## src/rtl/arith_result_fifo.sv

```systemverilog
// arith_result_fifo
// Show-ahead result buffer that sits behind the 8-bit multiply/divide unit.
// It takes {product, quotient, divide-by-zero} triples through a valid/ready
// handshake, returns them in order, and keeps a saturating count of accepted
// divide-by-zero results. Outputs come only from registers, so there is no
// combinational path from in_* to out_*.
module arith_result_fifo #(
  parameter int DATA_W = 8,
  parameter int DEPTH  = 4,
  parameter int ZCNT_W = 8
) (
  input  logic                       clk,
  input  logic                       rst_n,
  input  logic                       in_valid,
  output logic                       in_ready,
  input  logic [DATA_W-1:0]          mult_in,
  input  logic [DATA_W-1:0]          div_in,
  input  logic                       div_zero_in,
  output logic                       out_valid,
  input  logic                       out_ready,
  output logic [DATA_W-1:0]          mult_out,
  output logic [DATA_W-1:0]          div_out,
  output logic                       div_zero_out,
  output logic [$clog2(DEPTH):0]     count,
  output logic [ZCNT_W-1:0]          zero_cnt
);

  localparam int PTR_W = $clog2(DEPTH);
  localparam int CNT_W = PTR_W + 1;

  // Payload storage, one array per field.
  logic [DATA_W-1:0] mult_mem_q [DEPTH];
  logic [DATA_W-1:0] div_mem_q  [DEPTH];
  logic              zero_mem_q [DEPTH];

  logic [PTR_W-1:0]  wr_ptr_q, wr_ptr_d;
  logic [PTR_W-1:0]  rd_ptr_q, rd_ptr_d;
  logic [CNT_W-1:0]  count_q, count_d;
  logic [ZCNT_W-1:0] zero_cnt_q, zero_cnt_d;

  logic push;
  logic pop;

  // Handshake qualifiers and next-state for pointers, occupancy and statistics.
  always_comb begin
    // NOTE: every always_comb output gets a default first so no path can infer a latch.
    in_ready   = (count_q != CNT_W'(DEPTH));
    out_valid  = (count_q != '0);
    push       = in_valid & in_ready;
    pop        = out_valid & out_ready;
    wr_ptr_d   = wr_ptr_q;
    rd_ptr_d   = rd_ptr_q;
    count_d    = count_q;
    zero_cnt_d = zero_cnt_q;

    // Pointers are power-of-two wide, so the natural overflow gives the wrap.
    if (push) wr_ptr_d = wr_ptr_q + PTR_W'(1);
    if (pop)  rd_ptr_d = rd_ptr_q + PTR_W'(1);

    case ({push, pop})
      2'b10:   count_d = count_q + CNT_W'(1);
      2'b01:   count_d = count_q - CNT_W'(1);
      default: count_d = count_q;
    endcase

    // Saturate at all-ones instead of wrapping.
    if (push && div_zero_in && (zero_cnt_q != {ZCNT_W{1'b1}}))
      zero_cnt_d = zero_cnt_q + ZCNT_W'(1);
  end

  // Control state register with synchronous active-low reset.
  always_ff @(posedge clk) begin
    // NOTE: sequential state uses non-blocking assignments so every register samples pre-edge values.
    if (!rst_n) begin
      wr_ptr_q   <= '0;
      rd_ptr_q   <= '0;
      count_q    <= '0;
      zero_cnt_q <= '0;
    end else begin
      wr_ptr_q   <= wr_ptr_d;
      rd_ptr_q   <= rd_ptr_d;
      count_q    <= count_d;
      zero_cnt_q <= zero_cnt_d;
    end
  end

  // Payload write on an accepted push.
  always_ff @(posedge clk) begin
    // NOTE: storage is deliberately not reset; empty entries are never visible because outputs are masked by out_valid.
    if (rst_n && push) begin
      mult_mem_q[wr_ptr_q] <= mult_in;
      div_mem_q[wr_ptr_q]  <= div_in;
      zero_mem_q[wr_ptr_q] <= div_zero_in;
    end
  end

  // Show-ahead head outputs, forced to zero while empty.
  always_comb begin
    mult_out     = '0;
    div_out      = '0;
    div_zero_out = 1'b0;
    if (count_q != '0) begin
      mult_out     = mult_mem_q[rd_ptr_q];
      div_out      = div_mem_q[rd_ptr_q];
      div_zero_out = zero_mem_q[rd_ptr_q];
    end
  end

  assign count    = count_q;
  assign zero_cnt = zero_cnt_q;

endmodule

```

## config.mk

```make
export PLATFORM = sky130hd
export DESIGN_NAME = arith_result_fifo
export DESIGN_NICKNAME = d
export VERILOG_FILES = /design/src/rtl/arith_result_fifo.sv
export SDC_FILE = /design/constraint.sdc
export NUM_CORES = 1
export LEC_CHECK = 0
export CAP_MARGIN = 20
export CELL_PAD_IN_SITES_DETAIL_PLACEMENT = 0
export CELL_PAD_IN_SITES_GLOBAL_PLACEMENT = 1
export CORE_ASPECT_RATIO = 1.25
export CORE_MARGIN = 4
export CORE_UTILIZATION = 30
export DETAILED_ROUTE_END_ITERATION = 16
export PLACE_DENSITY_LB_ADDON = 0.1
export SYNTH_ARGS = -nofsm -noshare
export SYNTH_HDL_FRONTEND = slang
export SYNTH_SLANG_ARGS = --single-unit
```

## constraint.sdc

```tcl
create_clock -name clk -period 3.15 [get_ports clk]
set_clock_uncertainty 0.05 [all_clocks]
set_input_delay 0.7875 -clock clk [delete_from_list [all_inputs] [get_ports clk]]
set_output_delay 0.7875 -clock clk [all_outputs]
set_load 0.005 [all_outputs]
```

==> results of run 1 <==
-- power groups by stage --
stage	Combinational, W	Clock (W)	Sequential [W]
after CTS	0.00102	0.00114	0.00137
after detailed placement	0.00102	0	0.00139
after global placement	0.00103	0	0.00139
final	0.000988	0.00110	0.00136
after floorplan	0.000528	0	0.00136
after global routing	0.00109	0.00119	0.00138
-- layout make-up --
| type | instances | area [um^2] |
|---|---|---|
| Fill cell | 1032 | 6650 |
| Sequential cell | 85 | 2380 |
| Multi-Input combinational cell | 103 | 971 |
| Timing Repair Buffer | 57 | 616 |
| Clock buffer | 9 | 225 |
| Tap cell | 135 | 169 |
| Clock inverter | 7 | 88.8 |
| Inverter | 8 | 30.0 |
-- per-layer routing --
| metal | up-vias | track usage, % | share of wire [%] | routed length, um |
|---|---|---|---|---|
| met2 | 37 | 18.6 | 50 | 3370 |
| met3 | 9 | 3.07 | 3.2 | 212 |
| met4 | 0 | 4.93 | 1.5 | 100 |
| li1 | 916 | - | - | - |
| met1 | 926 | 12.5 | 45 | 3030 |
| met5 | - | 0 | 0 | 0 |
-- worst reg2reg max path, cell delays in order (launching register included) --
cell and delay, ns:
sky130_fd_sc_hd__dfxtp_1 0.40, sky130_fd_sc_hd__or3_1 0.60, sky130_fd_sc_hd__and2_1 0.28, sky130_fd_sc_hd__ha_1 0.19, sky130_fd_sc_hd__inv_1 0.06, sky130_fd_sc_hd__fa_1 0.37
sky130_fd_sc_hd__xor2_1 0.15, sky130_fd_sc_hd__or3_1 0.30, sky130_fd_sc_hd__a21oi_1 0.14
-- through the flow --
stage / utilization [%] / hold WS (ns) / cells
final: 40.3 / 0.448 / 404
after global routing: 40.3 / 0.480 / 404
after CTS: 40.2 / 0.454 / 404
after detailed placement: 37.4 / 0.442 / 388
after global placement: 37.4 / 0.436 / 388
after floorplan: - / 0.414 / 206
-- cells by family after synthesis --
group	count (synthesis)	share of synthesized area, %
DFF	85	69.3
and+or+nand+nor	56	9.80
AOI/OAI and AO/OA	18	3.28
buffers and inverters	18	2.40
muxes	17	11.1
adders and majority gates	7	2.77
xor gates and xnor gates	5	1.27
-- state kept, by name, indices dropped and copies added, names as in the netlist, named ones only --
signal	cells
zero_cnt	8
wr_ptr_q	2
rd_ptr_q	2
mult_mem_q	32
count	3
zero_mem_q	4
div_mem_q	32
-- Yosys cell counts, types with 3 or more instances --
master,count
sky130_fd_sc_hd__mux4_2,17
sky130_fd_sc_hd__inv_1,8
sky130_fd_sc_hd__nand2_1,3
sky130_fd_sc_hd__o21ai_0,3
sky130_fd_sc_hd__clkbuf_1,4
sky130_fd_sc_hd__and2_1,20
sky130_fd_sc_hd__nor2_1,8
sky130_fd_sc_hd__ha_1,6
sky130_fd_sc_hd__a21oi_1,8
sky130_fd_sc_hd__and3_1,6
sky130_fd_sc_hd__xor2_1,3
sky130_fd_sc_hd__o31ai_1,3
sky130_fd_sc_hd__nand3_1,5
sky130_fd_sc_hd__or4_1,3
sky130_fd_sc_hd__dfxtp_1,17
sky130_fd_sc_hd__edfxtp_1,68
-- layout by cell type, fill, tap and decap left out, types with 3 or more instances in the layout --
cell                              Yosys  final
sky130_fd_sc_hd__xor2_1               3      3
sky130_fd_sc_hd__o31ai_1              3      3
sky130_fd_sc_hd__nand2_1              3      3
sky130_fd_sc_hd__a21oi_1              8      8
sky130_fd_sc_hd__o21ai_0              3      3
sky130_fd_sc_hd__or4_1                3      3
sky130_fd_sc_hd__dfxtp_1             17     16
sky130_fd_sc_hd__nor2_1               8      8
sky130_fd_sc_hd__clkbuf_16            0      9
sky130_fd_sc_hd__ha_1                 6      6
sky130_fd_sc_hd__mux4_2              17     17
sky130_fd_sc_hd__and2_1              20     20
sky130_fd_sc_hd__nand3_1              5      5
sky130_fd_sc_hd__and3_1               6      6
sky130_fd_sc_hd__buf_12               0      5
sky130_fd_sc_hd__edfxtp_1            68     68
sky130_fd_sc_hd__inv_1                8      8
sky130_fd_sc_hd__clkdlybuf4s50_1      0     50
-- worst max path at each step --
stage / depth (start not counted) / startpoint / slack (ns) / to
after floorplan: 10 / count[2]$_SDFFE_PN0P_ / 0.73 / count[2]$_SDFFE_PN0P_
after global placement: 9 / in_valid / 0.34 / count[2]$_SDFFE_PN0P_
after detailed placement: 9 / in_valid / 0.31 / count[2]$_SDFFE_PN0P_
after CTS: 4 / register / 0.07 / div_out[3]
after global routing: 3 / count[0]$_SDFFE_PN0P_ / 0.04 / mult_out[3]
final: 3 / count[2]$_SDFFE_PN0P_ / 0.21 / div_out[1]
==> metrics.log, run 1 <==
INFO  metric crit_buf_inv = 1
INFO  metric yosys.cell_types.count = 36
INFO  metric path_class = reg -> out
INFO  metric fmax = 340 MHz
INFO  metric detailedRoute.firstIterationViolations = 38
INFO  metric yosysSeqAreaShare = between 60% and 70%
INFO  metric cp.required = ~2.3 ns
INFO  metric place_area = around 0.0042 mm^2
INFO  metric path_max_fanout = 20
INFO  metric dr_vias = 1888
INFO  metric length_of_the_first_detailed_routing_pass_in_iterations = 4
INFO  metric dieHeight = between 100 and 150 um
INFO  metric power_leakage = around 1.5 nW
INFO  metric grt_pass1_wl = about 11 mm
INFO  metric max_cap_violations = 0
INFO  metric share_comb_of_total_power = 28.6%
INFO  metric net_count_synth = about 230
INFO  metric max_slew_margin = between 50% and 60%
INFO  metric vdd_drop_max = 357 uV
INFO  metric rsz_0062_raised_after_global_routing = no
INFO  metric async_flop_share = 0%
INFO  metric grt_max_degree = 21
INFO  metric setup.worst_path.start_class = register
INFO  metric min_delay_path_depth = 2
INFO  metric cpLargestDelayFamily = simple AND/OR/NAND/NOR gates
INFO  metric endpoint_kind = output port
INFO  metric dp_hpwl = between 4 and 5 mm
INFO  metric startpoint_of_the_tightest_hold_check_path = wr_ptr_q[1]$_SDFFE_PN0P_
INFO  metric gp_congestion = around 0.69
INFO  metric critical-path-slowest-cell = sky130_fd_sc_hd__or3_1
INFO  metric final.min_clock_period = approximately 3 ns
INFO  metric ctsLongestPathBuffers = 2
INFO  metric worst_pin_slew = approximately 0.7 ns
INFO  metric final_design_area_no_fill = between 0.004 and 0.005 mm^2
INFO  metric r2r_setup_slack = 0.55 ns
INFO  metric netlist.top_cell.by_area = sky130_fd_sc_hd__edfxtp_1
INFO  metric post-cts-setup-buffer-count = 0
INFO  metric syn-instance-count = 206
INFO  metric net-switching-power = about 0.00086 W
INFO  metric fin_setup_tns = 0 ns
INFO  metric status = complete, no violations
INFO  metric nNetsFinal = between 200 and 300
INFO  metric tritoncts = yes
INFO  metric cts-buffers-inserted = 9
INFO  metric report.power.total = 0.00346 W
INFO  metric postSynthAreaPerCell = approximately 17 um^2
INFO  metric drt_drc_violations_left = 0
INFO  metric timing.critical_path.slowest_cell_delay = about 0.7 ns
INFO  metric first_global_vias = around 2000
INFO  metric power-per-cell-area = slightly below 800 mW/mm^2
INFO  metric worst_skew_pair.late_latency = about 0.33 ns
INFO  metric p_seq_share = between 30% and 40%
INFO  metric synth-main-ff-cell = sky130_fd_sc_hd__edfxtp_1
INFO  metric layout-area-overhead-vs-synth = 30.5%
INFO  metric fin_crit_sh = approximately 93%
INFO  metric clock_power_share = 32.0%
INFO  metric floorplan.io_pins = 51
INFO  metric initial_utilization = between 30% and 40%
INFO  metric drt-vias-per-instance = between 4 and 5
INFO  metric design.die.area = approximately 0.013 mm^2
INFO  metric drt-total-wl = 6.71 mm
INFO  metric num_rows = between 40 and 50
INFO  metric edff_count_synth = a little under 70
INFO  metric yosys_register_bits = 85
INFO  metric track_usage = between 10 and 15%
INFO  metric antenna_left = 0
INFO  metric r2r_start = count[0]$_SDFFE_PN0P_
INFO  metric worstPathArrival = roughly 2.1 ns
INFO  metric internal-power = 0.00259 W
INFO  metric grt_antenna_before_repair = 0
INFO  metric logic_depth_of_the_worst_register_to_register_path = 8
INFO  metric yosysTopAreaCellShare = roughly three fifths
INFO  metric place_ws = between 0.3 and 0.4 ns
INFO  metric worst_slack = ~0.21 ns
INFO  metric cts.reportedPaths.clkPinSlew = approximately 0.060 ns
INFO  metric yosys-top-cells-area = sky130_fd_sc_hd__edfxtp_1, sky130_fd_sc_hd__mux4_2, sky130_fd_sc_hd__dfxtp_1
INFO  metric holdCritPathClass = reg -> reg
INFO  metric setup_violations = 0
INFO  metric report.final.hold_viol_count = 0
INFO  metric wire_per_inst = 16.6 um
INFO  metric gr-total-overflow = 0
INFO  metric slew_viol_final = 0
INFO  metric cts_num_sinks = 85
INFO  metric cts.root.buffer_cell = sky130_fd_sc_hd__clkbuf_16
INFO  metric floorplan.core_area = roughly 0.011 mm^2
INFO  metric n_antenna_cell = 0
INFO  metric buffer_ports.inserted = 50
INFO  metric post_route_cells_drive_above_1_share = 16.7%
INFO  metric cts_htree_levels = 3
INFO  metric postCtsHoldBufs = 0
INFO  metric ys.warnings.count = 0
INFO  metric cts-resized-gates = 0
INFO  metric timing.hold.worst_endpoint = wr_ptr_q[1]$_SDFFE_PN0P_
INFO  metric reg2reg_to = count[2]$_SDFFE_PN0P_
INFO  metric crit_chain = or3_1 > and2_1 > clkdlybuf4s50_1
INFO  metric die_w = just over 100 um
INFO  metric netSwitchingFraction = approximately 25%
INFO  metric syn-cell-area = about 0.0034 mm^2
(Power assumes the default switching activity.)
==> inputs of run 2 (changes only) <==
--- a/config.mk
+++ b/config.mk
@@ -12,7 +12,7 @@
 export CORE_MARGIN = 4
 export CORE_UTILIZATION = 30
 export DETAILED_ROUTE_END_ITERATION = 16
-export PLACE_DENSITY_LB_ADDON = 0.1
+export PLACE_DENSITY = 0.57
 export SYNTH_ARGS = -nofsm -noshare
 export SYNTH_HDL_FRONTEND = slang
 export SYNTH_SLANG_ARGS = --single-unit
==> run 2 against run 1 <==
Effect of this change: register-to-register slack worse by 0.03 ns; combinational power about the same; largest power group unchanged; sequential share of layout area up 0.85 points; wire length down 1.9%; die area unchanged; utilization down 0.65 points.
==> metrics.log, run 2 (synthesis results as in run 1) <==
INFO  metric post-cts-setup-buffer-count = 0 (unchanged)
INFO  metric track_usage = 10.8% (+0.042 points)
INFO  metric max_cap_violations = 0 (unchanged)
INFO  metric tritoncts = yes
INFO  metric fin_setup_tns = 0 ns (unchanged)
INFO  metric num_rows = 43 (unchanged)
INFO  metric final-instance-count-excl-fill = 403 (-0.25%)
INFO  metric design.die.area = 0.0132 mm^2 (unchanged)
INFO  metric gr-total-overflow = 0 (unchanged)
INFO  metric report.final.hold_viol_count = 0 (unchanged)
INFO  metric path_class = reg -> out
INFO  metric final_cell_mix = sky130_fd_sc_hd__edfxtp_1, sky130_fd_sc_hd__clkdlybuf4s50_1, sky130_fd_sc_hd__and2_1
INFO  metric postCtsHoldBufs = 0 (unchanged)
INFO  metric final_util = 39.6% (-0.65 points)
INFO  metric worst_hold_slack = 0.442 ns (-0.00521 ns)
INFO  metric reg2reg_to = count[2]$_SDFFE_PN0P_
INFO  metric cp.required = 2.31 ns (about the same)
INFO  metric grt_antenna_before_repair = 0 (unchanged)
INFO  metric n_antenna_cell = 0 (unchanged)
INFO  metric r2r_start = count[0]$_SDFFE_PN0P_
INFO  metric antenna_left = 0 (unchanged)
INFO  metric worst_pin_slew = 0.735 ns (+0.0268 ns)
INFO  metric layout-area-overhead-vs-synth = 28.4%
INFO  metric length_of_the_first_detailed_routing_pass_in_iterations = 4 (unchanged)
INFO  metric cts-buffers-inserted = 9 (unchanged)
INFO  metric die_w = 104 um (unchanged)
INFO  metric wire_per_inst = 16.3 um (-1.7%)
INFO  metric cts-resized-gates = 0 (unchanged)
INFO  metric mostFrequentLayoutCell = sky130_fd_sc_hd__edfxtp_1
INFO  metric dr_vias = 1908 (+1.1%)
INFO  metric final.min_clock_period = 2.96 ns (+0.0228 ns)
INFO  metric cts_num_sinks = 85 (unchanged)
INFO  metric placed_cells = 387 (-0.26%)
INFO  metric power_leakage = 1.45 nW (-1.9%)
INFO  metric cts.root.buffer_cell = sky130_fd_sc_hd__clkbuf_16
INFO  metric drt_drc_violations_left = 0 (unchanged)
INFO  metric power-per-cell-area = 766 mW/mm^2 (-0.66%)
INFO  metric timing.hold.worst_endpoint = zero_cnt[6]$_SDFFE_PN0P_
INFO  metric path_max_fanout = 20 (unchanged)
INFO  metric first_global_vias = 2046 (+1.8%)
INFO  metric dieHeight = 128 um (unchanged)
INFO  metric min_delay_path_depth = 1 (-1)
INFO  metric setup.worst_path.start_class = register
INFO  metric cts.reportedPaths.clkPinSlew = 0.06 ns (about the same)
INFO  metric floorplan.io_pins = 51 (unchanged)
INFO  metric max_slew_margin = 51.0% (-1.8 points)
INFO  metric status = complete, no violations
INFO  metric worst_skew_pair.late_latency = 0.33 ns (about the same)
INFO  metric nNetsFinal = 291 (-0.34%)
INFO  metric vdd_drop_max = 316 uV (-11%)
INFO  metric setup_violations = 0 (unchanged)
INFO  metric floorplan.core_area = 0.0111 mm^2 (unchanged)
INFO  metric drt-vias-per-instance = 4.73 (+1.3%)
INFO  metric buffer_ports.inserted = 50 (unchanged)
INFO  metric dp_hpwl = 4.12 mm (-8.0%)
INFO  metric post_route_cells_drive_above_1_share = 16.4% (-0.31 points)
INFO  metric r2r_setup_slack = 0.52 ns (-0.03 ns)
INFO  metric logic_depth_of_the_worst_register_to_register_path = 8 (unchanged)
INFO  metric grt_pass1_wl = 10.8 mm (+1.3%)
INFO  metric source_of_the_critical_timing_path = count[2]$_SDFFE_PN0P_
INFO  metric startpoint_of_the_tightest_hold_check_path = zero_cnt[6]$_SDFFE_PN0P_
INFO  metric endpoint_kind = output port
INFO  metric cts_htree_levels = 3 (unchanged)
INFO  metric worstPathArrival = 2.12 ns (+0.02 ns)
INFO  metric grt_max_degree = 21 (unchanged)
INFO  metric drt-total-wl = 6.58 mm (-1.9%)
INFO  metric rsz_0062_raised_after_global_routing = no
INFO  metric gp_congestion = 0.713 (+3.0%)
INFO  metric fmax = 338 MHz (-0.77%)
INFO  metric detailedRoute.firstIterationViolations = 79 (+110%)
INFO  metric slew_viol_final = 0 (unchanged)
INFO  metric initial_utilization = 30.9% (unchanged)
INFO  metric final_design_area_no_fill = 0.00441 mm^2 (-1.6%)
INFO  metric ctsLongestPathBuffers = 2 (unchanged)
INFO  metric fin_crit_sh = 94.0% (+0.72 points)
INFO  metric holdCritPathClass = reg -> reg
INFO  metric place_area = 0.00411 mm^2 (-1.4%)
## run 2: layout make-up
class	instances	area (um^2)
tap	135	169
multi-input combinational	103	971
timing repair buffer	56	558
sequential	85	2380
inverter	8	30.0
fill	1021	6730
clock buffer	9	225
clock inverter	7	75.1
## run 2: worst max-delay path, stage by stage, from the launching register on
cell                              delay (ns)
sky130_fd_sc_hd__dfxtp_1                0.34
sky130_fd_sc_hd__or3_1                  0.70
sky130_fd_sc_hd__and2_1                 0.28
sky130_fd_sc_hd__clkdlybuf4s50_1        0.45
## run 2: metrics by stage
step | total power, W | setup WS (ns)
2_1_floorplan | 0.00189 | 0.733
3_3_place_gp | 0.00239 | 0.313
3_5_place_dp | 0.00239 | 0.271
4_1_cts | 0.00345 | 0.0976
5_1_grt | 0.00360 | 0.0223
6_report | 0.00338 | 0.190
## run 2: worst max path at each step
stage                       endpoint  depth (start not counted)
2_1_floorplan  count[2]$_SDFFE_PN0P_                         10
3_3_place_gp   count[2]$_SDFFE_PN0P_                          9
3_5_place_dp   count[2]$_SDFFE_PN0P_                          9
4_1_cts                   div_out[4]                          3
5_1_grt                  mult_out[2]                          3
6_report                  div_out[5]                          3
## run 2: routing by layer
metal / wire length, um / global-route usage [%] / vias to the layer above
met5: 0 / 0 / -
met4: 187 / 6.57 / 0
met3: 236 / 2.12 / 13
met2: 3160 / 17.6 / 47
met1: 3000 / 13.4 / 936
li1: - / - / 912
## run 2: where the power goes
part           total, W  internal [W]  switching, W
clock network   0.00104      0.000616      0.000423
registers       0.00135       0.00130     0.0000446
logic          0.000991      0.000584      0.000407
total           0.00338       0.00250      0.000874
==> inputs of run 3 (changes only) <==
==> constraint.sdc (replaced) <==
create_clock -name clk -period 3.03 [get_ports clk]
set_clock_uncertainty 0.05 [all_clocks]
set_input_delay 0.7575 -clock clk [delete_from_list [all_inputs] [get_ports clk]]
set_output_delay 0.7575 -clock clk [all_outputs]
set_load 0.005 [all_outputs]
==> run 3 against run 2 <==
Effect of this change: first-iteration DRC count increased by 3.8%; critical path depth increased by 1; count of clock-buffer cells in the layout unchanged.
==> metrics.log, run 3 (synthesis results as in run 1) <==
INFO  metric wire_per_inst = 15.9 um (-2.6%)
INFO  metric layout-area-overhead-vs-synth = 28.3% (about the same)
INFO  metric cts.root.buffer_cell = sky130_fd_sc_hd__clkbuf_16
INFO  metric path_max_fanout = 17 (-15%)
INFO  metric die_w = 104 um (unchanged)
INFO  metric setup_violations = 0 (unchanged)
INFO  metric max_slew_margin = 63.1% (+12 points)
INFO  metric rsz_0062_raised_after_global_routing = no
INFO  metric worst_pin_slew = 0.554 ns (-0.182 ns)
INFO  metric postCtsHoldBufs = 0 (unchanged)
INFO  metric floorplan.io_pins = 51 (unchanged)
INFO  metric vdd_drop_max = 375 uV (+18%)
INFO  metric dr_vias = 1895 (-0.68%)
INFO  metric nNetsFinal = 292 (+0.34%)
INFO  metric initial_utilization = 30.9% (unchanged)
INFO  metric grt_pass1_wl = 10.5 mm (-3.2%)
INFO  metric worst_hold_slack = 0.439 ns (-0.00312 ns)
INFO  metric final_cell_mix = sky130_fd_sc_hd__edfxtp_1, sky130_fd_sc_hd__clkdlybuf4s50_1, sky130_fd_sc_hd__and2_1
INFO  metric drt-total-wl = 6.43 mm (-2.4%)
INFO  metric design.die.area = 0.0132 mm^2 (unchanged)
INFO  metric detailedRoute.firstIterationViolations = 82 (+3.8%)
INFO  metric holdCritPathClass = reg -> reg
INFO  metric dp_hpwl = 4.06 mm (-1.5%)
INFO  metric grt_antenna_before_repair = 0 (unchanged)
INFO  metric cts.reportedPaths.clkPinSlew = 0.06 ns (about the same)
INFO  metric ctsLongestPathBuffers = 2 (unchanged)
INFO  metric power_leakage = 1.46 nW (+0.41%)
INFO  metric endpoint_kind = output port
INFO  metric report.power.total = 0.00350 W (+3.5%)
INFO  metric track_usage = 10.4% (-0.39 points)
INFO  metric path_class = reg -> out
INFO  metric gp_congestion = 0.717 (+0.52%)
INFO  metric gr-total-overflow = 0 (unchanged)
INFO  metric multiInputGateArea = 971 um^2 (unchanged)
INFO  metric fin_crit_sh = ~93%
INFO  metric max_cap_violations = 0 (unchanged)
INFO  metric n_antenna_cell = 0 (unchanged)
INFO  metric fillers = 1039 (+1.8%)
INFO  metric setup.worst_path.start_class = register
INFO  metric antenna_left = 0 (unchanged)
INFO  metric cts_htree_levels = 3 (unchanged)
INFO  metric slew_viol_final = 0 (unchanged)
INFO  metric first_global_vias = 1961 (-4.2%)
INFO  metric fmax = approximately 350 MHz
INFO  metric worstPathArrival = 2.02 ns (-0.10 ns)
INFO  metric drt-vias-per-instance = 4.69 (-0.93%)
INFO  metric cts-resized-gates = 0 (unchanged)
INFO  metric post_route_cells_drive_above_1_share = 16.4% (-0.061 points)
INFO  metric length_of_the_first_detailed_routing_pass_in_iterations = 4 (unchanged)
INFO  metric cts_num_sinks = 85 (unchanged)
INFO  metric tritoncts = yes
INFO  metric status = complete, no violations
INFO  metric layout.area.seq = 0.00238 mm^2 (unchanged)
INFO  metric buffer_ports.inserted = 50 (unchanged)
INFO  metric report.final.hold_viol_count = 0 (unchanged)
INFO  metric final_design_area_no_fill = 0.00441 mm^2 (about the same)
INFO  metric power-per-cell-area = 794 mW/mm^2 (+3.6%)
INFO  metric final.min_clock_period = 2.83 ns
INFO  metric cp.required = 2.22 ns (-0.09 ns)
INFO  metric drt_drc_violations_left = 0 (unchanged)
INFO  metric cts-buffers-inserted = 9 (unchanged)
INFO  metric num_rows = 43 (unchanged)
INFO  metric worst_skew_pair.late_latency = 0.33 ns (about the same)
INFO  metric post-cts-setup-buffer-count = 0 (unchanged)
INFO  metric floorplan.core_area = 0.0111 mm^2 (unchanged)
INFO  metric place_area = 0.00412 mm^2 (+0.18%)
INFO  metric fin_setup_tns = 0 ns (unchanged)
INFO  metric mostFrequentLayoutCell = sky130_fd_sc_hd__edfxtp_1
INFO  metric dieHeight = 128 um (unchanged)
INFO  metric grt_max_degree = 21 (unchanged)
[run 3: changes by cell type in the layout (fill, tap and decap cells not counted)]
cell,before,now
sky130_fd_sc_hd__buf_4,5,6
sky130_fd_sc_hd__clkinvlp_4,2,1
sky130_fd_sc_hd__clkinv_4,2,0
sky130_fd_sc_hd__clkinv_1,1,2
sky130_fd_sc_hd__clkinv_2,0,2
[run 3: final timing paths]
path / startpoint / endpoint / slack [ns] / depth (start not counted)
worst min register to register: zero_cnt[6]$_SDFFE_PN0P_ / zero_cnt[6]$_SDFFE_PN0P_ / 0.44 / 1
worst max register to register: count[2]$_SDFFE_PN0P_ / count[2]$_SDFFE_PN0P_ / 0.51 / 9
worst max-delay path: register / div_zero_out / 0.20 / 4
worst min-delay path: zero_cnt[6]$_SDFFE_PN0P_ / zero_cnt[6]$_SDFFE_PN0P_ / 0.44 / 1
[run 3: metal layers]
metal / vias up / global-route usage [%] / part of all wire, %
met5: - / 0 / 0
met2: 46 / 17.3 / 49
met3: 6 / 3.53 / 4.5
met1: 938 / 12.7 / 45
li1: 905 / - / -
met4: 0 / 3.76 / 1.1
[run 3: power breakdown]
part	switching (W)	internal (W)
combinational	0.000418	0.000621
sequential	0.0000476	0.00135
clock	0.000423	0.000632
[run 3: per-stage QoR]
stage | utilization (%) | std cells | worst slack (ns)
after floorplan | - | 206 | 0.613
after global placement | 37.0 | 388 | 0.235
after detailed placement | 37.0 | 388 | 0.183
after CTS | 39.6 | 404 | 0.165
after global routing | 39.6 | 404 | 0.0797
final | 39.6 | 404 | 0.202
[run 3: layout make-up]
class                   count  share of cell area (%)
clock buffers               9                    5.11
multi-input cells         103                    22.0
clock inverters             7                    1.45
well taps                 135                    3.83
inverters                   8                   0.681
repair buffers             57                    12.8
flip-flops and latches     85                    54.1
[run 3: worst max-delay path: stages (launching register included)]
cell and delay (ns):
sky130_fd_sc_hd__dfxtp_1 0.35, sky130_fd_sc_hd__buf_12 0.20, sky130_fd_sc_hd__mux4_2 0.50, sky130_fd_sc_hd__and2_1 0.18, sky130_fd_sc_hd__clkdlybuf4s50_1 0.45
